## config.mk

```make
export PLATFORM = sky130hd
export DESIGN_NAME = decode_stage
export DESIGN_NICKNAME = d
export VERILOG_FILES = /design/src/rtl/decode_stage.sv
export SDC_FILE = /design/constraint.sdc
export NUM_CORES = 1
export LEC_CHECK = 0
export CAP_MARGIN = 30
export CORE_UTILIZATION = 45
export DETAILED_ROUTE_END_ITERATION = 16
export PLACE_DENSITY = 0.75
export SETUP_SLACK_MARGIN = 0.1
export SYNTH_ARGS = -nofsm -noshare
export SYNTH_HDL_FRONTEND = slang
export SYNTH_SLANG_ARGS = --single-unit
```

## constraint.sdc

```tcl
create_clock -name clk -period 3.1 [get_ports clk]
set_input_delay 0.465 -clock clk [delete_from_list [all_inputs] [get_ports clk]]
set_output_delay 0.465 -clock clk [all_outputs]
set_load 0.02 [all_outputs]
```

## src/rtl/decode_stage.sv

```systemverilog
// decode_stage: registered decoder for the 9-bit accumulator ISA with
// valid/ready handshake, load-use interlock, flush and sticky halt.
module decode_stage #(
  parameter int NUM_REGS    = 12,
  parameter int INSTR_WIDTH = 9,
  parameter int REG_WIDTH   = 8,
  parameter int OP_WIDTH    = 4,
  localparam int AW = $clog2(NUM_REGS)
) (
  input  logic                   clk,
  input  logic                   reset,
  input  logic                   flush,
  input  logic                   in_valid,
  output logic                   in_ready,
  input  logic [INSTR_WIDTH-1:0] instruction,
  output logic                   out_valid,
  input  logic                   out_ready,
  output logic [OP_WIDTH-1:0]    alu_op,
  output logic [AW-1:0]          rs_addr,
  output logic [AW-1:0]          rt_addr,
  output logic [AW-1:0]          rd_addr,
  output logic [REG_WIDTH-1:0]   imm,
  output logic                   reg_write,
  output logic                   car_write,
  output logic                   sel_imm,
  output logic                   mem_read,
  output logic                   mem_write,
  output logic                   mem2reg,
  output logic                   illegal,
  output logic                   halted
);

  localparam int EW = AW + 4;
  typedef logic [EW-1:0] ea_t;
  localparam ea_t NREG = ea_t'(NUM_REGS);

  typedef enum logic [1:0] {RUN, HALT_PEND, HALTED} state_t;

  state_t state_q, state_d;

  logic [2:0] opc;
  ea_t fa, fb, fc, tr_s, tr_d;
  ea_t d_rs, d_rt, d_rd;
  logic [OP_WIDTH-1:0] d_op;
  logic [REG_WIDTH-1:0] d_imm;
  logic d_rw, d_cw, d_si, d_mr, d_mw, d_m2r;
  logic u_rs, u_rt, u_rd;
  logic d_bad, d_lw, d_halt, bad, ok;
  logic lu_valid;
  ea_t lu_rd;
  logic hit, stall, accept;

  assign opc  = instruction[INSTR_WIDTH-1 -: 3];
  assign fa   = ea_t'(instruction[5:4]);
  assign fb   = ea_t'(instruction[3:2]);
  assign fc   = ea_t'(instruction[1:0]);
  assign tr_s = ea_t'(instruction[2:0]);
  assign tr_d = ea_t'(instruction[5:3]);

  always_comb begin
    d_op   = '0;
    d_rs   = '0;
    d_rt   = '0;
    d_rd   = '0;
    d_imm  = '0;
    d_rw   = 1'b0;
    d_cw   = 1'b0;
    d_si   = 1'b0;
    d_mr   = 1'b0;
    d_mw   = 1'b0;
    d_m2r  = 1'b0;
    u_rs   = 1'b0;
    u_rt   = 1'b0;
    u_rd   = 1'b0;
    d_bad  = 1'b0;
    d_lw   = 1'b0;
    d_halt = 1'b0;
    unique case (opc)
      3'b000: begin
        u_rs = 1'b1;
        u_rt = 1'b1;
        u_rd = 1'b1;
        d_rw = 1'b1;
        d_rs = fa + ea_t'(4);
        d_rt = fb;
        d_rd = ea_t'(11);
        unique case (instruction[1:0])
          2'b00: d_op = OP_WIDTH'(0);
          2'b01: begin
            d_op = OP_WIDTH'(1);
            d_rt = fb + ea_t'(8);
          end
          2'b10: d_op = OP_WIDTH'(2);
          default: d_op = OP_WIDTH'(5);
        endcase
      end
      3'b001: begin
        if (instruction[1]) begin
          d_bad = 1'b1;
        end else begin
          u_rs = 1'b1;
          d_rs = fa + ea_t'(4);
          d_op = OP_WIDTH'(6);
          if (instruction[0]) begin
            u_rt = 1'b1;
            d_rt = fb;
            d_mw = 1'b1;
          end else begin
            u_rd  = 1'b1;
            d_rd  = fb;
            d_rw  = 1'b1;
            d_mr  = 1'b1;
            d_m2r = 1'b1;
            d_lw  = 1'b1;
          end
        end
      end
      3'b010, 3'b110: begin
        u_rs = 1'b1;
        u_rt = 1'b1;
        u_rd = 1'b1;
        d_op = opc[2] ? OP_WIDTH'(5) : OP_WIDTH'(4);
        d_rs = fa + ea_t'(4);
        d_rt = fb;
        d_rd = fc + ea_t'(8);
        d_rw = 1'b1;
        d_cw = 1'b1;
      end
      3'b011: begin
        u_rs  = 1'b1;
        u_rd  = 1'b1;
        d_op  = OP_WIDTH'(4);
        d_rs  = fa + ea_t'(4);
        d_rd  = fa + ea_t'(4);
        d_imm = REG_WIDTH'(instruction[3:0]);
        d_si  = 1'b1;
        d_rw  = 1'b1;
        d_cw  = 1'b1;
      end
      3'b100: begin
        u_rs = 1'b1;
        u_rd = 1'b1;
        d_op = OP_WIDTH'(6);
        d_rs = tr_s + ea_t'(4);
        d_rd = tr_d;
        d_rw = 1'b1;
      end
      3'b101: begin
        u_rs = 1'b1;
        u_rt = 1'b1;
        d_op = OP_WIDTH'(7);
        d_rs = fa + ea_t'(4);
        d_rt = fb;
      end
      default: begin
        if (instruction[1:0] == 2'b11) begin
          d_halt = 1'b1;
        end else begin
          u_rs = 1'b1;
          u_rt = 1'b1;
          u_rd = 1'b1;
          d_op = OP_WIDTH'(8) + OP_WIDTH'(instruction[1:0]);
          d_rs = fa + ea_t'(4);
          d_rt = fb;
          d_rd = fa + ea_t'(4);
          d_rw = 1'b1;
          d_cw = 1'b1;
        end
      end
    endcase
  end

  assign bad = d_bad
             | (u_rs & (d_rs >= NREG))
             | (u_rt & (d_rt >= NREG))
             | (u_rd & (d_rd >= NREG));
  assign ok  = ~bad;

  // Only a register actually read by the incoming op can collide.
  assign hit = (u_rs & (d_rs == lu_rd))
             | (u_rt & (d_rt == lu_rd));
  assign stall = lu_valid & in_valid & hit
               & (state_q == RUN) & ~flush;

  assign in_ready = (state_q == RUN) & ~flush & ~stall
                  & (~out_valid | out_ready);
  assign accept = in_valid & in_ready;
  assign halted = (state_q == HALTED);

  always_ff @(posedge clk) begin
    if (reset) state_q <= RUN;
    else       state_q <= state_d;
  end

  always_comb begin
    state_d = state_q;
    unique case (state_q)
      RUN: begin
        if (accept && d_halt) state_d = HALT_PEND;
      end
      HALT_PEND: begin
        if (flush) state_d = RUN;
        else if (out_valid && out_ready) state_d = HALTED;
      end
      default: state_d = HALTED;
    endcase
  end

  always_ff @(posedge clk) begin
    if (reset) begin
      out_valid <= 1'b0;
      alu_op    <= '0;
      rs_addr   <= '0;
      rt_addr   <= '0;
      rd_addr   <= '0;
      imm       <= '0;
      reg_write <= 1'b0;
      car_write <= 1'b0;
      sel_imm   <= 1'b0;
      mem_read  <= 1'b0;
      mem_write <= 1'b0;
      mem2reg   <= 1'b0;
      illegal   <= 1'b0;
      lu_valid  <= 1'b0;
      lu_rd     <= '0;
    end else if (state_q == HALTED) begin
      out_valid <= 1'b0;
    end else if (flush) begin
      out_valid <= 1'b0;
      lu_valid  <= 1'b0;
    end else if (accept) begin
      out_valid <= 1'b1;
      alu_op    <= d_op;
      rs_addr   <= d_rs[AW-1:0];
      rt_addr   <= d_rt[AW-1:0];
      rd_addr   <= d_rd[AW-1:0];
      imm       <= d_imm;
      reg_write <= d_rw & ok;
      car_write <= d_cw & ok;
      sel_imm   <= d_si;
      mem_read  <= d_mr & ok;
      mem_write <= d_mw & ok;
      mem2reg   <= d_m2r & ok;
      illegal   <= bad;
      lu_valid  <= d_lw & ok;
      lu_rd     <= d_rd;
    end else begin
      if (out_ready) out_valid <= 1'b0;
      if (stall)     lu_valid  <= 1'b0;
    end
  end

endmodule

```

==> flow_summary.json <==
{
  "status": "complete, no violations",
  "hold-path-cell-count": 2,
  "dr.pass1.iters": 4,
  "slew_headroom_pct": 61.21,
  "yosysWarnings": 0,
  "postSynthCellCount": 224,
  "post-dp-hpwl_mm": 3.605,
  "antenna_cells": 0,
  "port_buffers": 42,
  "synthDistinctLibCells": 48,
  "vias": 1850,
  "synthXorXnorAreaFrac_pct": 2.752,
  "grt_pass1_vias": 1740,
  "htree_num_levels": 2,
  "synth_top_family_by_area": "simple AND/OR/NAND/NOR gates",
  "clkTransAtPathRegs_ns": 0.06,
  "synth.ff_latch_count": 29,
  "crit_fanout": 6,
  "cp_slowest_cell": "or4b_1",
  "skew_ns": 0.003800,
  "worst_setup_path_start_kind": "input pin",
  "nNetsFinal": 309,
  "p_total_w": 0.0009769,
  "place_area_mm2": 0.002615,
  "io_pins": 48,
  "synth_top_area_share_pct": 30.41,
  "grt_antenna_before_repair": 0,
  "synth_compound_area_share_pct": 15.73,
  "cts_made_buffers": 5,
  "drc": 0,
  "slew_viol_final": 0,
  "syn_area_mm2": 0.001909,
  "final_common_cell": "buf_4",
  "fmax_ghz": 0.3455,
  "synthArstFlopShare_pct": 0,
  "hold_violations": 0,
  "synthSimpleGateAreaFrac_pct": 28.64,
  "synth_flop_cell": "dfxtp_1",
  "final_area_mm2": 0.002719,
  "power_leakage_nw": 1.148,
  "initialDrtViolationCount": 96,
  "cts_sinks": 29,
  "root_buffer": "clkbuf_8",
  "hold_class": "reg -> reg",
  "fin_crit_sh_pct": 93.35,
  "crit_chain": "clkdlybuf4s50_1 -> or4b_1 -> o211ai_2 -> or3_1 -> nand4_1 -> o21ai_2 -> nor2_1 -> dlygate4sd2_1",
  "r2r_cells": 8,
  "muxShareOfSynthArea_pct": 14.55,
  "drt-total-wl_mm": 4.857,
  "antenna_left": 0,
  "grt_pass1_wl_mm": 8.197,
  "synth-edff-count": 0,
  "syn_avg_cell_area_um2": 8.524,
  "post_cts_buffers": 0,
  "path_class": "in -> out",
  "fill_cells": 336,
  "worstMarginPinSlew_ns": 0.5774,
  "clkLatencyLatePin_ns": 0.28,
  "rsz0062_at_grt": "false",
  "peakVddDrop_mv": 0.1601,
  "ys_top_cells_by_area": "dfxtp_1 (30%), mux2i_1 (6.3%), nor2b_1 (5.9%), nand2b_1 (5.6%), mux2_4 (4.7%)",
  "drive_above_1_share_pct": 23.31,
  "place_congestion": 1.011,
  "synth-seq-area-share_pct": 30.41,
  "reg2reg_slack_ns": 0.83,
  "area_growth_pct": 42.40,
  "synth_area_leader_cell": "dfxtp_1",
  "cts_tree": "done",
  "grt_max_degree": 31,
  "start_util_pct": 47.39,
  "die_h_um": 67.14,
  "cp.arrival_ns": 2.43,
  "grt_usage_pct": 24.17,
  "cp_slowest_stage_delay_ns": 0.53,
  "avgViaCountPerCell": 5.347,
  "coreArea_mm2": 0.004029,
  "die-area_mm2": 0.004507,
  "avgRoutedWirePerCell_um": 14.04,
  "grt_overflow": 0,
  "cp-end-kind": "output port",
  "cp.required_ns": 2.63,
  "maxCapViolCount": 0,
  "fp.dieW_um": 67.14,
  "finalSetupViolations": 0,
  "clk_path_buf_depth": 2,
  "power_density_mw_per_mm2": 359.3,
  "period_needed_ns": 2.894,
  "layout_common_cells": "buf_4 (39), clkdlybuf4s50_1 (38), dfxtp_1 (29)",
  "synth_adder_area_share_pct": 0,
  "rows": 23
}
-- timing repair --
item	4_1_cts	5_1_grt
endpoints found under the hold margin	0	0
endpoints found under the setup margin	1	1
gates resized for setup	6	1
pin swaps	0	1
hold buffers	0	0
-- state kept, by name, indices dropped and copies added (netlist names), 2 cells and up --
register  count
rt_addr       3
state_q       2
imm           4
alu_op        4
lu_rd         4
rs_addr       4
-- kinds of logic after synthesis --
| family | count (synthesis) |
|---|---|
| AND/OR/NAND/NOR | 93 |
| AO/OA/AOI/OAI | 42 |
| flip-flops | 29 |
| buffers and inverters | 29 |
| multiplexers | 24 |
| XOR/XNOR | 6 |
| other | 1 |
-- routing by layer --
layer	wire length [um]	GRT usage [%]
met4	75	8.511
met1	2237	30.98
met5	0	0
met3	183	5.743
met2	2360	39.25
-- worst max-delay path: cells and delay by family --
kind | cells | cell delay, ns
AND/OR/NAND/NOR | 4 | 0.85
buffers and inverters | 2 | 0.82
AO/OA/AOI/OAI | 2 | 0.30
-- Yosys cell counts (all sizes together), types with 7 or more instances --
cell type and number:
mux2i 12, clkbuf 7, nor2 13, dfxtp 29, nor2b 18, nand2 12
o21ai 8, buf 16, mux2 12, nand3b 8, a21oi 13, nand2b 17
-- layout make-up --
cell class	count	area [um^2]	area share (%)
inverters	6	22.52	0.8283
well taps	50	62.56	2.301
multi-input cells	170	1204	44.27
clock inverters	1	5.005	0.1841
repair buffers	83	748.2	27.52
clock buffers	7	96.34	3.543
flip-flops and latches	29	580.6	21.35
-- power breakdown --
group          internal (W)  switching (W)
combinational      0.000119       0.000116
clock              0.000200       0.000148
sequential         0.000385     0.00000851
-- final timing paths --
path,startpoint,endpoint
max,instruction[1],in_ready
min,imm[1]$_SDFFE_PP0P_,imm[1]$_SDFFE_PP0P_
max reg2reg,state_q[1]$_SDFFE_PP0P_,lu_rd[2]$_SDFFE_PP0P_
min reg2reg,imm[1]$_SDFFE_PP0P_,imm[1]$_SDFFE_PP0P_
-- through the flow --
| step | TNS, ns | instances | hold WS [ns] | setup WS (ns) | util, % |
|---|---|---|---|---|---|
| floorplan | 0 | 228 | 0.4772 | 0.6078 | - |
| global placement | -0.2369 | 338 | 0.4633 | -0.2369 | 64.91 |
| detailed placement | -0.2729 | 338 | 0.4683 | -0.2729 | 64.91 |
| CTS | 0 | 346 | 0.4790 | 0.1680 | 67.39 |
| global route | 0 | 346 | 0.4971 | 0.1081 | 67.48 |
| finish | 0 | 346 | 0.4747 | 0.2060 | 67.48 |
Note: power is estimated with default switching activity, not from simulation.
